===== src/rtl/fetch_control_if.sv =====
// Fetch/decode bus: instruction-memory req/ack handshake plus the decoded control fields
// exchanged with the register-file/ALU datapath.
interface fetch_control_if #(
  parameter int NBITS      = 8,
  parameter int NREGS      = 32,
  parameter int WIDTH_ALUF = 4
);
  localparam int RIDX = $clog2(NREGS);

  logic                  imem_req;
  logic [NBITS-1:0]      imem_addr;
  logic                  imem_ack;
  logic [31:0]           imem_rdata;
  logic [RIDX-1:0]       RS1;
  logic [RIDX-1:0]       RS2;
  logic [RIDX-1:0]       RD;
  logic [NBITS-1:0]      IMM;
  logic [WIDTH_ALUF-1:0] ALUControl;
  logic                  ALUSrc;
  logic                  MemtoReg;
  logic                  RegWrite;
  logic                  MemWrite;
  logic                  link;
  logic [NBITS-1:0]      pclink;
  logic                  Zero;
  logic [NBITS-1:0]      PCReg;

  modport master (
    output imem_req, imem_addr, RS1, RS2, RD, IMM, ALUControl,
           ALUSrc, MemtoReg, RegWrite, MemWrite, link, pclink,
    input  imem_ack, imem_rdata, Zero, PCReg
  );

  modport slave (
    input  imem_req, imem_addr, RS1, RS2, RD, IMM, ALUControl,
           ALUSrc, MemtoReg, RegWrite, MemWrite, link, pclink,
    output imem_ack, imem_rdata, Zero, PCReg
  );
endinterface


===== src/rtl/fetch_control.sv =====
// Multi-cycle fetch + decode controller: owns the PC, fetches one RV32I-subset word at a time
// and presents decoded control for a single EXEC cycle.
//  state   | meaning
//  S_FETCH | raise imem_req for the current PC
//  S_WAIT  | hold request/address until imem_ack, capture the word into IR
//  S_EXEC  | decoded controls valid for one cycle, PC advances on exit
module fetch_control #(
  parameter int NBITS      = 8,
  parameter int NREGS      = 32,
  parameter int WIDTH_ALUF = 4
) (
  input  logic            clock,
  input  logic            reset,
  fetch_control_if.master bus,
  output logic            illegal
);
  localparam int RIDX = $clog2(NREGS);

  localparam logic [6:0] OP_ADDI = 7'b0010011;
  localparam logic [6:0] OP_ALU  = 7'b0110011;
  localparam logic [6:0] OP_LW   = 7'b0000011;
  localparam logic [6:0] OP_SW   = 7'b0100011;
  localparam logic [6:0] OP_BEQ  = 7'b1100011;
  localparam logic [6:0] OP_JAL  = 7'b1101111;
  localparam logic [6:0] OP_JALR = 7'b1100111;

  localparam logic [WIDTH_ALUF-1:0] ALU_ADD = '0;
  localparam logic [WIDTH_ALUF-1:0] ALU_SUB = WIDTH_ALUF'(8);
  localparam logic [NBITS-1:0]      FOUR    = NBITS'(4);

  typedef enum logic [1:0] {S_FETCH, S_WAIT, S_EXEC} state_t;

  state_t           state_q;
  logic [NBITS-1:0] pc_q, pc_d;
  logic [31:0]      ir_q;
  logic             req_q;
  logic             illegal_q;

  logic [31:0]           imm_i, imm_s, imm_b, imm_j, imm32;
  logic [NBITS-1:0]      pc_plus4;
  logic [WIDTH_ALUF-1:0] alu_ctl;
  logic                  alu_src, mem_to_reg, wr_en, st_en, lnk, legal;
  logic                  is_exec;

  assign imm_i    = {{20{ir_q[31]}}, ir_q[31:20]};
  assign imm_s    = {{20{ir_q[31]}}, ir_q[31:25], ir_q[11:7]};
  assign imm_b    = {{19{ir_q[31]}}, ir_q[31], ir_q[7], ir_q[30:25], ir_q[11:8], 1'b0};
  assign imm_j    = {{11{ir_q[31]}}, ir_q[31], ir_q[19:12], ir_q[20], ir_q[30:21], 1'b0};
  assign pc_plus4 = pc_q + FOUR;

  // Decode is purely from IR; only the enables and the PC update are qualified by EXEC.
  always_comb begin
    imm32      = '0;
    alu_ctl    = ALU_ADD;
    alu_src    = 1'b0;
    mem_to_reg = 1'b0;
    wr_en      = 1'b0;
    st_en      = 1'b0;
    lnk        = 1'b0;
    legal      = 1'b1;
    pc_d       = pc_plus4;
    case (ir_q[6:0])
      OP_ADDI: begin
        imm32   = imm_i;
        alu_src = 1'b1;
        wr_en   = 1'b1;
      end
      OP_ALU: begin
        alu_ctl = ir_q[30] ? ALU_SUB : ALU_ADD;
        wr_en   = 1'b1;
      end
      OP_LW: begin
        imm32      = imm_i;
        alu_src    = 1'b1;
        mem_to_reg = 1'b1;
        wr_en      = 1'b1;
      end
      OP_SW: begin
        imm32   = imm_s;
        alu_src = 1'b1;
        st_en   = 1'b1;
      end
      OP_BEQ: begin
        imm32   = imm_b;
        alu_ctl = ALU_SUB;
        if (bus.Zero) pc_d = pc_q + imm_b[NBITS-1:0];
      end
      OP_JAL: begin
        imm32 = imm_j;
        lnk   = 1'b1;
        wr_en = 1'b1;
        pc_d  = pc_q + imm_j[NBITS-1:0];
      end
      OP_JALR: begin
        imm32 = imm_i;
        lnk   = 1'b1;
        wr_en = 1'b1;
        pc_d  = (bus.PCReg + imm_i[NBITS-1:0]) & ~NBITS'(1);
      end
      default: legal = 1'b0;
    endcase
  end

  always_ff @(posedge clock or posedge reset) begin
    if (reset) begin
      state_q   <= S_FETCH;
      pc_q      <= '0;
      ir_q      <= '0;
      req_q     <= 1'b0;
      illegal_q <= 1'b0;
    end else begin
      case (state_q)
        S_FETCH: begin
          req_q   <= 1'b1;
          state_q <= S_WAIT;
        end
        S_WAIT: begin
          if (bus.imem_ack) begin
            ir_q    <= bus.imem_rdata;
            req_q   <= 1'b0;
            state_q <= S_EXEC;
          end
        end
        S_EXEC: begin
          pc_q    <= pc_d;
          if (!legal) illegal_q <= 1'b1;
          state_q <= S_FETCH;
        end
        default: state_q <= S_FETCH;
      endcase
    end
  end

  assign is_exec = (state_q == S_EXEC);

  assign bus.imem_req   = req_q;
  assign bus.imem_addr  = pc_q;
  assign bus.RS1        = ir_q[15 +: RIDX];
  assign bus.RS2        = ir_q[20 +: RIDX];
  assign bus.RD         = ir_q[7 +: RIDX];
  assign bus.IMM        = imm32[NBITS-1:0];
  assign bus.ALUControl = alu_ctl;
  assign bus.ALUSrc     = alu_src;
  assign bus.MemtoReg   = mem_to_reg;
  assign bus.RegWrite   = is_exec & wr_en;
  assign bus.MemWrite   = is_exec & st_en;
  assign bus.link       = is_exec & lnk;
  assign bus.pclink     = pc_plus4;
  assign illegal        = illegal_q;

  // funct3 is not needed by this subset; upper immediate bits fall outside the datapath width
  logic unused_bits;
  assign unused_bits = ^{ir_q[14:12], imm32[31:NBITS]};
endmodule


===== src/flat_wrapper.sv =====
// flat-port wrapper written by rule: the top's interface ports become plain ports
module fetch_control_flat 
#(
  parameter int NBITS      = 8,
  parameter int NREGS      = 32,
  parameter int WIDTH_ALUF = 4
)
  (clock, reset, illegal, bus_imem_req, bus_imem_addr, bus_RS1, bus_RS2, bus_RD, bus_IMM, bus_ALUControl, bus_ALUSrc, bus_MemtoReg, bus_RegWrite, bus_MemWrite, bus_link, bus_pclink, bus_imem_ack, bus_imem_rdata, bus_Zero, bus_PCReg);
  fetch_control_if #(.NBITS(NBITS), .NREGS(NREGS), .WIDTH_ALUF(WIDTH_ALUF)) bus_i ();
  input  logic clock;
  input  logic reset;
  output logic illegal;
  output wire logic [$bits(bus_i.imem_req)-1:0] bus_imem_req;
  output wire logic [$bits(bus_i.imem_addr)-1:0] bus_imem_addr;
  output wire logic [$bits(bus_i.RS1)-1:0] bus_RS1;
  output wire logic [$bits(bus_i.RS2)-1:0] bus_RS2;
  output wire logic [$bits(bus_i.RD)-1:0] bus_RD;
  output wire logic [$bits(bus_i.IMM)-1:0] bus_IMM;
  output wire logic [$bits(bus_i.ALUControl)-1:0] bus_ALUControl;
  output wire logic [$bits(bus_i.ALUSrc)-1:0] bus_ALUSrc;
  output wire logic [$bits(bus_i.MemtoReg)-1:0] bus_MemtoReg;
  output wire logic [$bits(bus_i.RegWrite)-1:0] bus_RegWrite;
  output wire logic [$bits(bus_i.MemWrite)-1:0] bus_MemWrite;
  output wire logic [$bits(bus_i.link)-1:0] bus_link;
  output wire logic [$bits(bus_i.pclink)-1:0] bus_pclink;
  input wire logic [$bits(bus_i.imem_ack)-1:0] bus_imem_ack;
  input wire logic [$bits(bus_i.imem_rdata)-1:0] bus_imem_rdata;
  input wire logic [$bits(bus_i.Zero)-1:0] bus_Zero;
  input wire logic [$bits(bus_i.PCReg)-1:0] bus_PCReg;
  assign bus_imem_req = bus_i.imem_req;
  assign bus_imem_addr = bus_i.imem_addr;
  assign bus_RS1 = bus_i.RS1;
  assign bus_RS2 = bus_i.RS2;
  assign bus_RD = bus_i.RD;
  assign bus_IMM = bus_i.IMM;
  assign bus_ALUControl = bus_i.ALUControl;
  assign bus_ALUSrc = bus_i.ALUSrc;
  assign bus_MemtoReg = bus_i.MemtoReg;
  assign bus_RegWrite = bus_i.RegWrite;
  assign bus_MemWrite = bus_i.MemWrite;
  assign bus_link = bus_i.link;
  assign bus_pclink = bus_i.pclink;
  assign bus_i.imem_ack = bus_imem_ack;
  assign bus_i.imem_rdata = bus_imem_rdata;
  assign bus_i.Zero = bus_Zero;
  assign bus_i.PCReg = bus_PCReg;
  fetch_control #(.NBITS(NBITS), .NREGS(NREGS), .WIDTH_ALUF(WIDTH_ALUF)) u_core (.clock(clock), .reset(reset), .bus(bus_i), .illegal(illegal));
endmodule

===== config.mk =====
export PLATFORM = sky130hd
export DESIGN_NAME = fetch_control_flat
export DESIGN_NICKNAME = d
export VERILOG_FILES = /design/src/rtl/fetch_control_if.sv /design/src/rtl/fetch_control.sv /design/src/flat_wrapper.sv
export SDC_FILE = /design/constraint.sdc
export NUM_CORES = 1
export LEC_CHECK = 0
export ABC_AREA = 0
export CAP_MARGIN = 30
export CORE_MARGIN = 2
export CORE_UTILIZATION = 45
export DETAILED_ROUTE_END_ITERATION = 10
export GPL_ROUTABILITY_DRIVEN = 0
export PLACE_DENSITY_LB_ADDON = 0.25
export SYNTH_ARGS = -nofsm -noshare
export SYNTH_HDL_FRONTEND = slang
export SYNTH_SLANG_ARGS = --single-unit

===== constraint.sdc =====
create_clock -name clock -period 2.79 [get_ports clock]
set_clock_uncertainty 0.05 [all_clocks]
set_input_delay 0.558 -clock clock [delete_from_list [all_inputs] [get_ports clock]]
set_output_delay 0.558 -clock clock [all_outputs]
set_load 0.01 [all_outputs]

==> impl_metrics.ini <==
[outcome]
outcome = completed

[synthesis]
synth-adder-area-share_pct = 10.0
yosys.area_share.simple_pct = 23.3
ys_seq_elements = 37
syn-cell-area_um2 = 2720
yosys-top-cells-area = dfrtp_1 34%, nand2_1 11%, ha_1 7.8%
syn_inst = 333
seq_area_frac_synth_pct = 34.1
ys_types = 50
yosysTopAreaCell = dfrtp_1
syn_avg_cell_area_um2 = 8.16
synth_flop_cell = dfrtp_1
yosys_warnings = 0
yosysTopAreaCellShare_pct = 34.1
synth_edf_count = 0
synth-xor-area-share_pct = 4.51
synth_top_family_by_area = simple AND/OR/NAND/NOR gates
synth_mux_area_share_pct = 1.10
async_flop_share_pct = 100
synth_compound_area_share_pct = 16.9

[floorplanning]
num_io_pins = 94
die-area_um2 = 6680
start_util_pct = 46.2
row_count = 28
die_x_um = 81.7
die_h_um = 81.7
core_area_um2 = 5890

[place]
io_buffers = 82
place_hpwl_um = 5430

[worst_hold_path]
hold_class = flop to flop

[finish]
n_fill_cell = 537
final_nets = 473
drive_gt1_share_pct = 7.32
area_delta_synth_final_pct = 34.5
n_antenna_cell = 0

[route]
viasPerCell = 5.30
drt_iter0_markers = 226
vias = 2570
wire_per_inst_um = 14.5
top_layer_used = met4
wl_met1_um = 3110
drc_errors = 0
ant_nets = 0
drt-pass1-iter-count = 4
met2_wirelength_um = 3350
wirelength_um = 7050
route.met3.wl_um = 471

[sta]
final-setup-viol-count = 0
rsz0062_at_grt = no
period_needed_ps = 2680
relSlewSlack_pct = 62.0
finalHoldViolations = 0
post-route-period-util_pct = 96.1
max_freq_mhz = 373
max_slew.worst_pin.slew_ps = 566
slew_viol_final = 0
hold_ws_ps = 412
fin_tns_setup_ps = 0

[cts]
clock-sinks = 37
htreeDepth = 2
clkTransAtPathRegs_ps = 80
cts_tree = yes
clk_latency_ps = 290
cts_hold_buf = 0
clock_path_buffers = 2
cts_buffers = 5
clock-root-buffer = clkbuf_8

[power]
power_leakage_uw = 0.00182
vdd.ir_drop.worst_mv = 0.392
power_density_nw_per_um2 = 807

[setup_path]
path_class = flop to output pin
cp-startpoint = u_core.ir_q[3]
r2r-start = u_core.bus.imem_addr[2]
ff2ff_setup_slack_ps = 480
cp-start-kind = flop
cp.required_ps = 2180
rr_endpoint = u_core.bus.imem_addr[7]
critPathArrivalTime_ps = 2070
reg2reg_depth = 8
setup.worst_path.end = bus_MemWrite
worstSetupEndpointType = output pin
critical_path_peak_fanout = 5

[global_routing]
grtUsageTotal_pct = 22.8
antenna_found_initial = 0
grt_pass1_wl_um = 11600
overflow = 0
grt_max_degree = 38
grt_pass1_vias = 2487

[flow_run]
timing.max_cap.violations = 0
repair_timing:
item                                    in CTS  in global routing
pin swaps                                    2                  1
endpoints found under the setup margin       8                  8
resized for setup                            2                  9
setup buffers                                2                  1
worst min-delay path by stage:
stage / startpoint / to / cells after the start
6_report: u_core.illegal / u_core.illegal / 1
5_1_grt: u_core.illegal / u_core.illegal / 1
4_1_cts: u_core.illegal / u_core.illegal / 1
3_5_place_dp: u_core.illegal / u_core.illegal / 1
3_3_place_gp: u_core.illegal / u_core.illegal / 1
2_1_floorplan: u_core.ir_q[30] / u_core.ir_q[30] / 2
worst max-delay path, cell delays in order (launching register included):
cell             delay, ps
dfrtp_1                420
and4bb_2               320
nand2b_1                90
buf_4                  160
nor3_1                 210
clkdlybuf4s50_1        570
cells by family (layout without fill, tap and decap cells):
logic type,Yosys count,count (layout)
fa+ha+maj,20,20
flops,37,37
simple gates,138,138
compound gates,74,74
buf+inv,46,119
other cells,1,5
mux,3,3
xor+xnor,14,14
where the power goes:
group | internal [µW] | switching [µW] | total [µW]
Sequential | 698 | 219 | 918
Combinational | 850 | 812 | 1660
Clock | 172 | 197 | 370
final cells by class:
| class | count | area, µm² | area share, % |
|---|---|---|---|
| clock buffers | 5 | 68.8 | 1.88 |
| flip-flops and latches | 37 | 926 | 25.3 |
| inverters | 14 | 52.6 | 1.44 |
| repair buffers | 97 | 953 | 26.1 |
| well taps | 75 | 93.8 | 2.57 |
| clock inverters | 3 | 17.5 | 0.479 |
| multi-input cells | 254 | 1540 | 42.2 |
state kept, by name, summed over array words and instances, names as in the netlist:
| signal | cells |
|---|---|
| u_core.bus.imem_addr | 7 |
| u_core.bus.imem_req | 1 |
| u_core.illegal | 1 |
| u_core.ir_q | 26 |
| u_core.state_q | 2 |
stage by stage:
step	worst slack, ps	instances	utilization, %	area [µm²]	power, µW
after floorplan	669	337	-	2730	1980
after global placement	199	474	59.8	3520	2520
after detailed placement	152	474	59.8	3520	2570
after CTS	5.82	484	61.6	3620	2960
after global routing	18.1	485	62.1	3650	3210
final	110	485	62.1	3650	2950
cells in the mapped netlist, drive strengths merged, types with 2 or more instances:
cell,instances
nand2b,6
nand2,82
xnor2,8
nor2b,7
a21o,5
a221oi,2
nand4,2
fa,3
a31oi,5
mux2i,3
nor2,21
dfrtp,37
clkbuf,5
o21ai,23
ha,17
a22o,4
a21oi,21
nor3,4
xor2,6
a211o,2
buf,27
a22oi,3
inv,14
nor3b,2
nand3,3
and3,4
layout by cell type, fill, tap and decap left out, types with 4 or more instances in the layout:
cell / instances
a21o_1: 5
a21oi_1: 21
a22o_1: 4
a31oi_1: 5
and3_1: 4
buf_4: 15
clkbuf_8: 5
clkdlybuf4s50_1: 74
conb_1: 5
dfrtp_1: 37
dlymetal6s2s_1: 8
ha_1: 17
inv_1: 14
nand2_1: 82
nand2b_1: 5
nor2_1: 19
nor2b_1: 7
nor3_1: 4
o21ai_0: 22
xnor2_1: 8
xor2_1: 6
layer usage:
metal,GRT usage [%],vias to the layer above
met5,0,-
met4,7.00,0
met3,4.62,11
met2,38.8,94
met1,29.2,1206
li1,-,1259
Power figures use the tool's default switching activity.
